## src/rtl/mcyc_bus_seq.sv

```systemverilog
// SM83 machine-cycle bus sequencer: T1..T4 phase, address/data latching,
// rd/wr strobes, read-data capture and the PC/SP increment/decrement unit.
module mcyc_bus_seq #(
  parameter int ADR_W  = 16,
  parameter int DATA_W = 8
) (
  input  logic              clk,
  input  logic              reset,
  input  logic              stop,
  input  logic [1:0]        cmd,
  input  logic [1:0]        idu_op,
  input  logic [ADR_W-1:0]  adr_in,
  input  logic [DATA_W-1:0] wdata_in,
  input  logic [DATA_W-1:0] din,
  output logic [3:0]        t_state,
  output logic [ADR_W-1:0]  adr,
  output logic              rd,
  output logic              wr,
  output logic [DATA_W-1:0] dout,
  output logic              dout_en,
  output logic [DATA_W-1:0] data_lat,
  output logic [ADR_W-1:0]  idu_out,
  output logic              idu_we
);

  typedef enum logic [3:0] {
    T1 = 4'b0001,
    T2 = 4'b0010,
    T3 = 4'b0100,
    T4 = 4'b1000
  } phase_e;

  typedef enum logic [1:0] {
    CMD_NONE  = 2'b00,
    CMD_READ  = 2'b01,
    CMD_WRITE = 2'b10
  } cmd_e;

  localparam logic [1:0] IDU_HOLD = 2'b00;
  localparam logic [1:0] IDU_INC  = 2'b01;
  localparam logic [1:0] IDU_DEC  = 2'b10;
  localparam logic [1:0] IDU_ZERO = 2'b11;

  phase_e            phase_q, phase_d;
  cmd_e              cmd_q, cmd_d;
  logic [1:0]        op_q, op_d;
  logic [ADR_W-1:0]  adr_q, adr_d;
  logic [DATA_W-1:0] wdat_q, wdat_d;
  logic [DATA_W-1:0] lat_q, lat_d;

  always_ff @(posedge clk) begin
    if (reset) begin
      phase_q <= T4;
      cmd_q   <= CMD_NONE;
      op_q    <= IDU_HOLD;
      adr_q   <= '0;
      wdat_q  <= '0;
      lat_q   <= '0;
    end else begin
      phase_q <= phase_d;
      cmd_q   <= cmd_d;
      op_q    <= op_d;
      adr_q   <= adr_d;
      wdat_q  <= wdat_d;
      lat_q   <= lat_d;
    end
  end

  always_comb begin
    phase_d = phase_q;
    cmd_d   = cmd_q;
    op_d    = op_q;
    adr_d   = adr_q;
    wdat_d  = wdat_q;
    lat_d   = lat_q;
    unique case (phase_q)
      T1: phase_d = T2;
      T2: phase_d = T3;
      T3: begin
        phase_d = T4;
        if (cmd_q == CMD_READ) lat_d = din;
      end
      T4: begin
        if (stop) begin
          // Frozen: keep the bus quiet and suppress any writeback.
          phase_d = T4;
          cmd_d   = CMD_NONE;
          op_d    = IDU_HOLD;
        end else begin
          phase_d = T1;
          op_d    = idu_op;
          adr_d   = adr_in;
          wdat_d  = wdata_in;
          unique case (cmd)
            2'b01:   cmd_d = CMD_READ;
            2'b10:   cmd_d = CMD_WRITE;
            default: cmd_d = CMD_NONE;
          endcase
        end
      end
      default: phase_d = T4;
    endcase
  end

  always_comb begin
    idu_out = adr_q;
    unique case (op_q)
      IDU_INC:  idu_out = adr_q + ADR_W'(1);
      IDU_DEC:  idu_out = adr_q - ADR_W'(1);
      IDU_ZERO: idu_out = '0;
      default:  idu_out = adr_q;
    endcase
  end

  assign t_state  = phase_q;
  assign adr      = adr_q;
  assign dout     = wdat_q;
  assign data_lat = lat_q;
  assign rd       = (cmd_q == CMD_READ) && !phase_q[3];
  assign wr       = (cmd_q == CMD_WRITE) && (phase_q[1] || phase_q[2]);
  assign dout_en  = (cmd_q == CMD_WRITE) && !phase_q[0];
  assign idu_we   = phase_q[3] && (op_q != IDU_HOLD) && !stop;

endmodule
```

## config.mk

```make
export PLATFORM = sky130hd
export DESIGN_NAME = mcyc_bus_seq
export DESIGN_NICKNAME = d
export VERILOG_FILES = /design/src/rtl/mcyc_bus_seq.sv
export SDC_FILE = /design/constraint.sdc
export NUM_CORES = 1
export LEC_CHECK = 0
export CAP_MARGIN = 30
export CORE_ASPECT_RATIO = 0.6
export CORE_MARGIN = 2
export CORE_UTILIZATION = 42
export DETAILED_ROUTE_END_ITERATION = 12
export PLACE_DENSITY = 0.77
export SYNTH_ARGS = -nofsm -noshare
export SYNTH_HDL_FRONTEND = slang
export SYNTH_SLANG_ARGS = --single-unit
```

## constraint.sdc

```tcl
create_clock -name clk -period 3.7 [get_ports clk]
set_clock_uncertainty 0.2 [all_clocks]
set_input_delay 0.74 -clock clk [delete_from_list [all_inputs] [get_ports clk]]
set_output_delay 0.74 -clock clk [all_outputs]
set_load 0.005 [all_outputs]
```

==> results of run 1 <==
==> kinds of logic (layout without fill, tap and decap cells) <==
logic type / count (synthesis) / after routing / synth area share, %
flip-flops: 40 / 40 / 27.7
buffers and inverters: 46 / 177 / 6.44
XOR/XNOR: 8 / 8 / 2.42
AO/OA/AOI/OAI: 123 / 123 / 28.8
multiplexers: 10 / 10 / 3.46
adder cells (fa/ha/maj): 8 / 8 / 3.46
AND/OR/NAND/NOR: 171 / 171 / 27.8
==> final cells by class <==
class	count	area share, %
Multi-Input combinational cell	320	46.7
Inverter	12	1.08
Tap cell	87	2.29
Timing Repair Buffer	157	29.9
Clock buffer	8	3.09
Sequential cell	40	16.9
==> critical path: cells and delay by family, from the launching register on <==
kind | cells | cell delay (ns)
adder cells (fa/ha/maj) | 2 | 0.39
flip-flops | 1 | 0.36
AO/OA/AOI/OAI | 3 | 0.75
AND/OR/NAND/NOR | 2 | 0.23
multiplexers | 1 | 0.12
buffers and inverters | 5 | 0.54
XOR/XNOR | 1 | 0.15
==> registers in the layout, indices dropped and copies added (netlist names) <==
name / count
t_state: 4
data_lat: 8
dout: 8
cmd_q: 2
op_q: 2
adr: 16
==> placed cells by master (no fill, tap or decap), drive strengths merged, types with 5 or more instances in the layout <==
master and instances:
mux2i 10, dfxtp 40, o31ai 6, o21ai 17, nor2 36, buf 66
o211ai 5, clkdlybuf4s50 83, dlygate4sd2 5, nand3 8, nand2 77, clkbuf 10
a21oi 43, inv 11, a31oi 6, nor3 13, ha 8, a211oi 6
or3 5, o21bai 5
==> power by group <==
part           internal, mW  switching, mW
clock network         0.269          0.160
logic                 0.213          0.216
registers             0.453         0.0352
total                 0.934          0.411
==> timing repair <==
action | CTS | global route
setup endpoints to repair | 12 | 13
pin swaps | 19 | 13
gates resized for setup | 53 | 29
buffers inserted | 17 | 10
==> cells in the mapped netlist (all sizes together) (5+ instances only) <==
cell | count | share of area, %
dfxtp | 40 | 28
clkbuf | 23 | 3.0
o211ai | 5 | 1.3
inv | 12 | 1.6
a31oi | 6 | 1.3
nor2 | 36 | 4.7
a21oi | 43 | 7.4
ha | 8 | 3.5
a211oi | 6 | 1.6
nand3 | 8 | 1.4
o31ai | 6 | 1.6
o21ai | 17 | 3.1
nand2 | 77 | 10
o21bai | 5 | 1.3
nor3 | 13 | 2.2
buf | 11 | 1.9
mux2i | 10 | 3.5
or3 | 5 | 1.1
==> metal layers <==
layer / up-vias / track usage, % / part of all wire, % / wire [um]
li1: 1710 / - / - / -
met1: 1693 / 39.1 / 45 / 5070
met2: 206 / 41.8 / 43 / 4760
met3: 39 / 7.71 / 10 / 1120
met4: 0 / 8.80 / 2.1 / 239
met5: - / 0 / 0 / 0
==> through the flow <==
stage | std cells | TNS [ns] | total power [mW] | setup WS, ns
final | 624 | -0.194 | 1.35 | -0.0679
after global routing | 624 | -0.633 | 1.40 | -0.173
after CTS | 615 | -0.0324 | 1.32 | -0.0324
after detailed placement | 590 | -0.0113 | 0.856 | -0.00588
after global placement | 590 | 0 | 0.853 | 0.0481
after floorplan | 406 | 0 | 0.670 | 0.0151
==> worst min path at each step <==
stage | from | to | cells past startpoint
after CTS | dout[0] | dout[0] | 2
after floorplan | dout[0] | dout[0] | 2
after global placement | dout[4] | dout[4] | 2
after global routing | dout[6] | dout[6] | 2
after detailed placement | dout[0] | dout[0] | 2
final | dout[0] | dout[0] | 2
==> results.sh, run 1 <==
export IMPL_cts_clk_slew_worst_paths_ns=0.06
export IMPL_tightest_slew_ns=0.702
export IMPL_syn2layout_area_growth_pct=63.9
export IMPL_fmax_ghz=0.265
export IMPL_cts_hold_buf=0
export IMPL_timing_rr_end="t_state[3]"
export IMPL_violations="setup timing"
export IMPL_path_cells="inv_4 > ha_4 > xor2_2 > ha_2 > buf_6 > nor3_4 > o21ba_4 > buf_4 > buf_6 > nor3_4 > o31ai_4 > mux2i_1 > a221o_1 > buf_2"
export IMPL_finalWorstSetupSlack_ns=-0.0679
export IMPL_root_buffer="clkbuf_16"
export IMPL_fin_area_um2=4740
export IMPL_r2r_slack_ns=1.66
export IMPL_hold_viol=0
export IMPL_ys_types=61
export IMPL_drive_gt1_share_pct=22.3
export IMPL_core_rowCount=23
export IMPL_finalSetupViolCount=3
export IMPL_fin_util_pct=71.0
export IMPL_die_area_um2=7590
export IMPL_ios=95
export IMPL_cts_tree="done"
export IMPL_synth_flop_cell="dfxtp_1"
export IMPL_critPathLaunch="op_q[0]"
export IMPL_clkSinkCount=40
export IMPL_h_tree_depth=2
export IMPL_hp_class="reg2reg"
export IMPL_io_buffers=94
export IMPL_crit_required_ns=2.76
export IMPL_cts_buffers=5
export IMPL_synth_edf_count=0
export IMPL_crit_slowest_cell="dfxtp_2"
export IMPL_grt_max_degree=27
export IMPL_drc_errors=0
export IMPL_post_route_period_util_pct=102
export IMPL_fin_crit_ns=3.77
export IMPL_worst_setup_path_end_kind="primary output"
export IMPL_die_w_um=111
export IMPL_grt_usage_pct=27.9
export IMPL_max_vdd_ir_drop_mv=0.201
export IMPL_hold_ws_ns=0.260
export IMPL_dpl_cell_area_um2=4130
export IMPL_synth_cell_area_um2=2890
export IMPL_r2r_start="t_state[2]"
export IMPL_multi_input_area_um2=2210
export IMPL_dpl_hpwl_um=7370
export IMPL_status="finished, violations left"
export IMPL_synth_nets=453
export IMPL_grt_pass1_wl_um=16800
export IMPL_wl_per_cell_um=17.9
export IMPL_viasPerCell=5.85
export IMPL_wl_um=11200
export IMPL_worstSetupPathType="reg2out"
export IMPL_first_iter_violations=347
export IMPL_power_density_nw_per_um2=284
export IMPL_drtPass1Iterations=8
export IMPL_leakagePower_nw=1.87
export IMPL_arrival_ns=2.83
export IMPL_start_util_pct=43.3
export IMPL_diodes=0
export IMPL_path_max_fanout=6
export IMPL_fillers=513
export IMPL_ys_seq_elements=40
export IMPL_crit_end="idu_out[14]"
export IMPL_core_area_um2=6680
export IMPL_rr_worst_depth=5
export IMPL_synthCells=406
export IMPL_grt_pass1_vias=3286
export IMPL_syn_avg_cell_area_um2=7.13
export IMPL_relSlewSlack_pct=52.8
export IMPL_overflow=0
export IMPL_max_cap_violations=0
export IMPL_start_kind="register"
export IMPL_insertion_delay_ns=0.28
export IMPL_final_nets=583
export IMPL_antenna_found_initial=0
export IMPL_drv_slew=0
export IMPL_async_reset_ff_share_pct=0
export IMPL_vias=3648
export IMPL_drtAntennaViolNets=0
export IMPL_register_area_um2=803
export IMPL_synth_warning_count=0
export IMPL_cpPeakStageDelay_ns=0.36
export IMPL_rsz0062_at_grt="yes"
export IMPL_yosysSeqAreaShare_pct=27.7
export IMPL_gpl_final_weighted_congestion=0.937
export IMPL_die_y_um=68.3
export IMPL_clockBufferDepth=2
No activity file was read; power rests on OpenSTA's default activity.
==> inputs of run 2 (changes only) <==
- SLEW_MARGIN: unset -> 15
==> results of run 2 <==
Final layout, timing and power as in run 1 (identical DEF).
==> inputs of run 3 (changes only) <==
- CORE_UTILIZATION: 42 -> 40
- GPL_TIMING_DRIVEN: unset -> 0
- PLACE_DENSITY: 0.77 -> 0.74
==> run 3 against run 2 <==
Net effect:
- the flow still finishes with violations (setup timing)
- global-route usage grew 0.060 points
- utilization is essentially flat
- cell count grew 0.80%
- power grew 7.5%
- first-iteration DRC count grew 31%
- sequential power shrank 1%
- via count grew 2.4%
- register-to-register slack lost 0.25 ns
- setup slack lost 0.39 ns
- clock power grew 22%
==> results.sh, run 3 (synthesis results as in run 1) <==
export IMPL_status="finished, violations left"
export IMPL_violations="setup timing"
export IMPL_max_cap_violations=0
export IMPL_grt_usage_pct=27.9
export IMPL_insertion_delay_ns=0.28
export IMPL_power_density_nw_per_um2=297
export IMPL_diodes=0
export IMPL_start_kind="register"
export IMPL_grt_pass1_wl_um=17700
export IMPL_post_route_period_util_pct=112
export IMPL_finalSetupViolCount=7
export IMPL_grt_max_degree=13
export IMPL_hold_viol=0
export IMPL_clkSinkCount=40
export IMPL_grt_pass1_vias=3441
export IMPL_clockBufferDepth=2
export IMPL_h_tree_depth=2
export IMPL_min_from="dout[0]"
export IMPL_drive_gt1_share_pct=22.5
export IMPL_cts_tree="done"
export IMPL_leakagePower_nw=1.89
export IMPL_final_common_cell="clkdlybuf4s50_1"
export IMPL_die_w_um=114
export IMPL_wl_per_cell_um=18.8
export IMPL_wl_um=11900
export IMPL_fmax_ghz=0.241
export IMPL_drtPass1Iterations=5
export IMPL_drc_errors=0
export IMPL_syn2layout_area_growth_pct=68.0
export IMPL_cts_hold_buf=0
export IMPL_crit_required_ns=2.76
export IMPL_first_iter_violations=454
export IMPL_viasPerCell=5.94
export IMPL_start_util_pct=42.3
export IMPL_cts_clk_slew_worst_paths_ns=0.06
export IMPL_worstSetupPathType="reg2out"
export IMPL_final_nets=588
export IMPL_io_buffers=94
export IMPL_drtAntennaViolNets=0
export IMPL_critPathLaunch="op_q[0]"
export IMPL_finalPower_mw=1.45
export IMPL_hp_class="reg2reg"
export IMPL_core_area_um2=6850
export IMPL_worst_setup_path_end_kind="primary output"
export IMPL_rsz0062_at_grt="yes"
export IMPL_antenna_found_initial=0
export IMPL_finalWorstSetupSlack_ns=-0.455
export IMPL_largest_register_ffs=16
export IMPL_die_area_um2=7950
export IMPL_ios=95
export IMPL_max_vdd_ir_drop_mv=0.215
export IMPL_fillers=526
export IMPL_vias=3735
export IMPL_final_setup_tns_ns=-2.43
export IMPL_gpl_final_weighted_congestion=1.00
export IMPL_fin_crit_ns=4.15
export IMPL_tightest_slew_ns=0.627
export IMPL_drv_slew=0
export IMPL_post_place_ws_ns=-0.903
export IMPL_dpl_cell_area_um2=4010
export IMPL_core_rowCount=23
export IMPL_path_max_fanout=5
export IMPL_relSlewSlack_pct=58.2
export IMPL_arrival_ns=3.21
export IMPL_overflow=0
export IMPL_dpl_hpwl_um=8000
export IMPL_cts_buffers=5
export IMPL_final_cell_mix="clkdlybuf4s50_1, nand2_1, a21oi_1"
export IMPL_root_buffer="clkbuf_16"
export IMPL_r2r_start="t_state[2]"
export IMPL_fin_area_um2=4860
export IMPL_die_y_um=69.9
[run 3: changes by cell type in the layout (fill, tap and decap cells not counted), sizes merged, moves of 2 or more]
cell	change
clkbuf	+17
buf	-10
dlygate4sd2	-4
dlymetal6s2s	+3
clkdlybuf4s50	-2
[run 3: area by class of cell]
class                           count  area [um2]  area share (%)
Multi-Input combinational cell    320        2300            47.4
Timing Repair Buffer              132        1220            25.0
Sequential cell                    40         806            16.6
Buffer                             30         189            3.88
Clock buffer                        7         153            3.14
Tap cell                           87         109            2.24
Inverter                           12        55.1            1.13
Clock inverter                      1        30.0           0.617
[run 3: timing repair]
action,in CTS,in global routing
setup buffers,14,24
endpoints found under the setup margin,16,13
pin swaps,12,24
gates resized for setup,64,59
[run 3: final timing paths]
path / endpoint / slack, ns / cells past startpoint
worst max-delay path: idu_out[10] / -0.45 / 17
worst min-delay path: dout[0] / 0.25 / 2
worst max register to register: adr[7] / 1.41 / 7
worst min register to register: dout[0] / 0.25 / 2
[run 3: power breakdown]
group | internal, mW | switching [mW]
Sequential | 0.452 | 0.0296
Clock | 0.355 | 0.168
Combinational | 0.209 | 0.233
Total | 1.02 | 0.431
[run 3: routing by layer]
layer	vias to the layer above	wire [um]	track usage, %
li1	1722	-	-
met1	1761	5220	42.6
met3	20	1540	7.29
met2	232	4990	39.4
met5	-	0	0
met4	0	102	4.88
[run 3: metrics by stage]
stage / hold WS [ns] / instances / utilization, %
final: 0.253 / 629 / 71.0
after CTS: 0.257 / 606 / 64.5
after floorplan: 0.253 / 406 / -
after global placement: 0.243 / 587 / 58.6
after detailed placement: 0.249 / 587 / 58.6
after global routing: 0.288 / 629 / 71.0
[run 3: worst max-delay path, cell delays in order, from the launching register on]
cell	delay (ns)
dfxtp_2	0.36
inv_4	0.05
ha_4	0.16
buf_8	0.12
buf_8	0.12
buf_8	0.11
buf_8	0.11
buf_8	0.11
xor2_2	0.14
ha_2	0.20
a21boi_4	0.16
o22ai_4	0.21
buf_6	0.16
nor3_2	0.04
o32a_1	0.34
or3_1	0.33
o21ai_2	0.08
buf_2	0.13
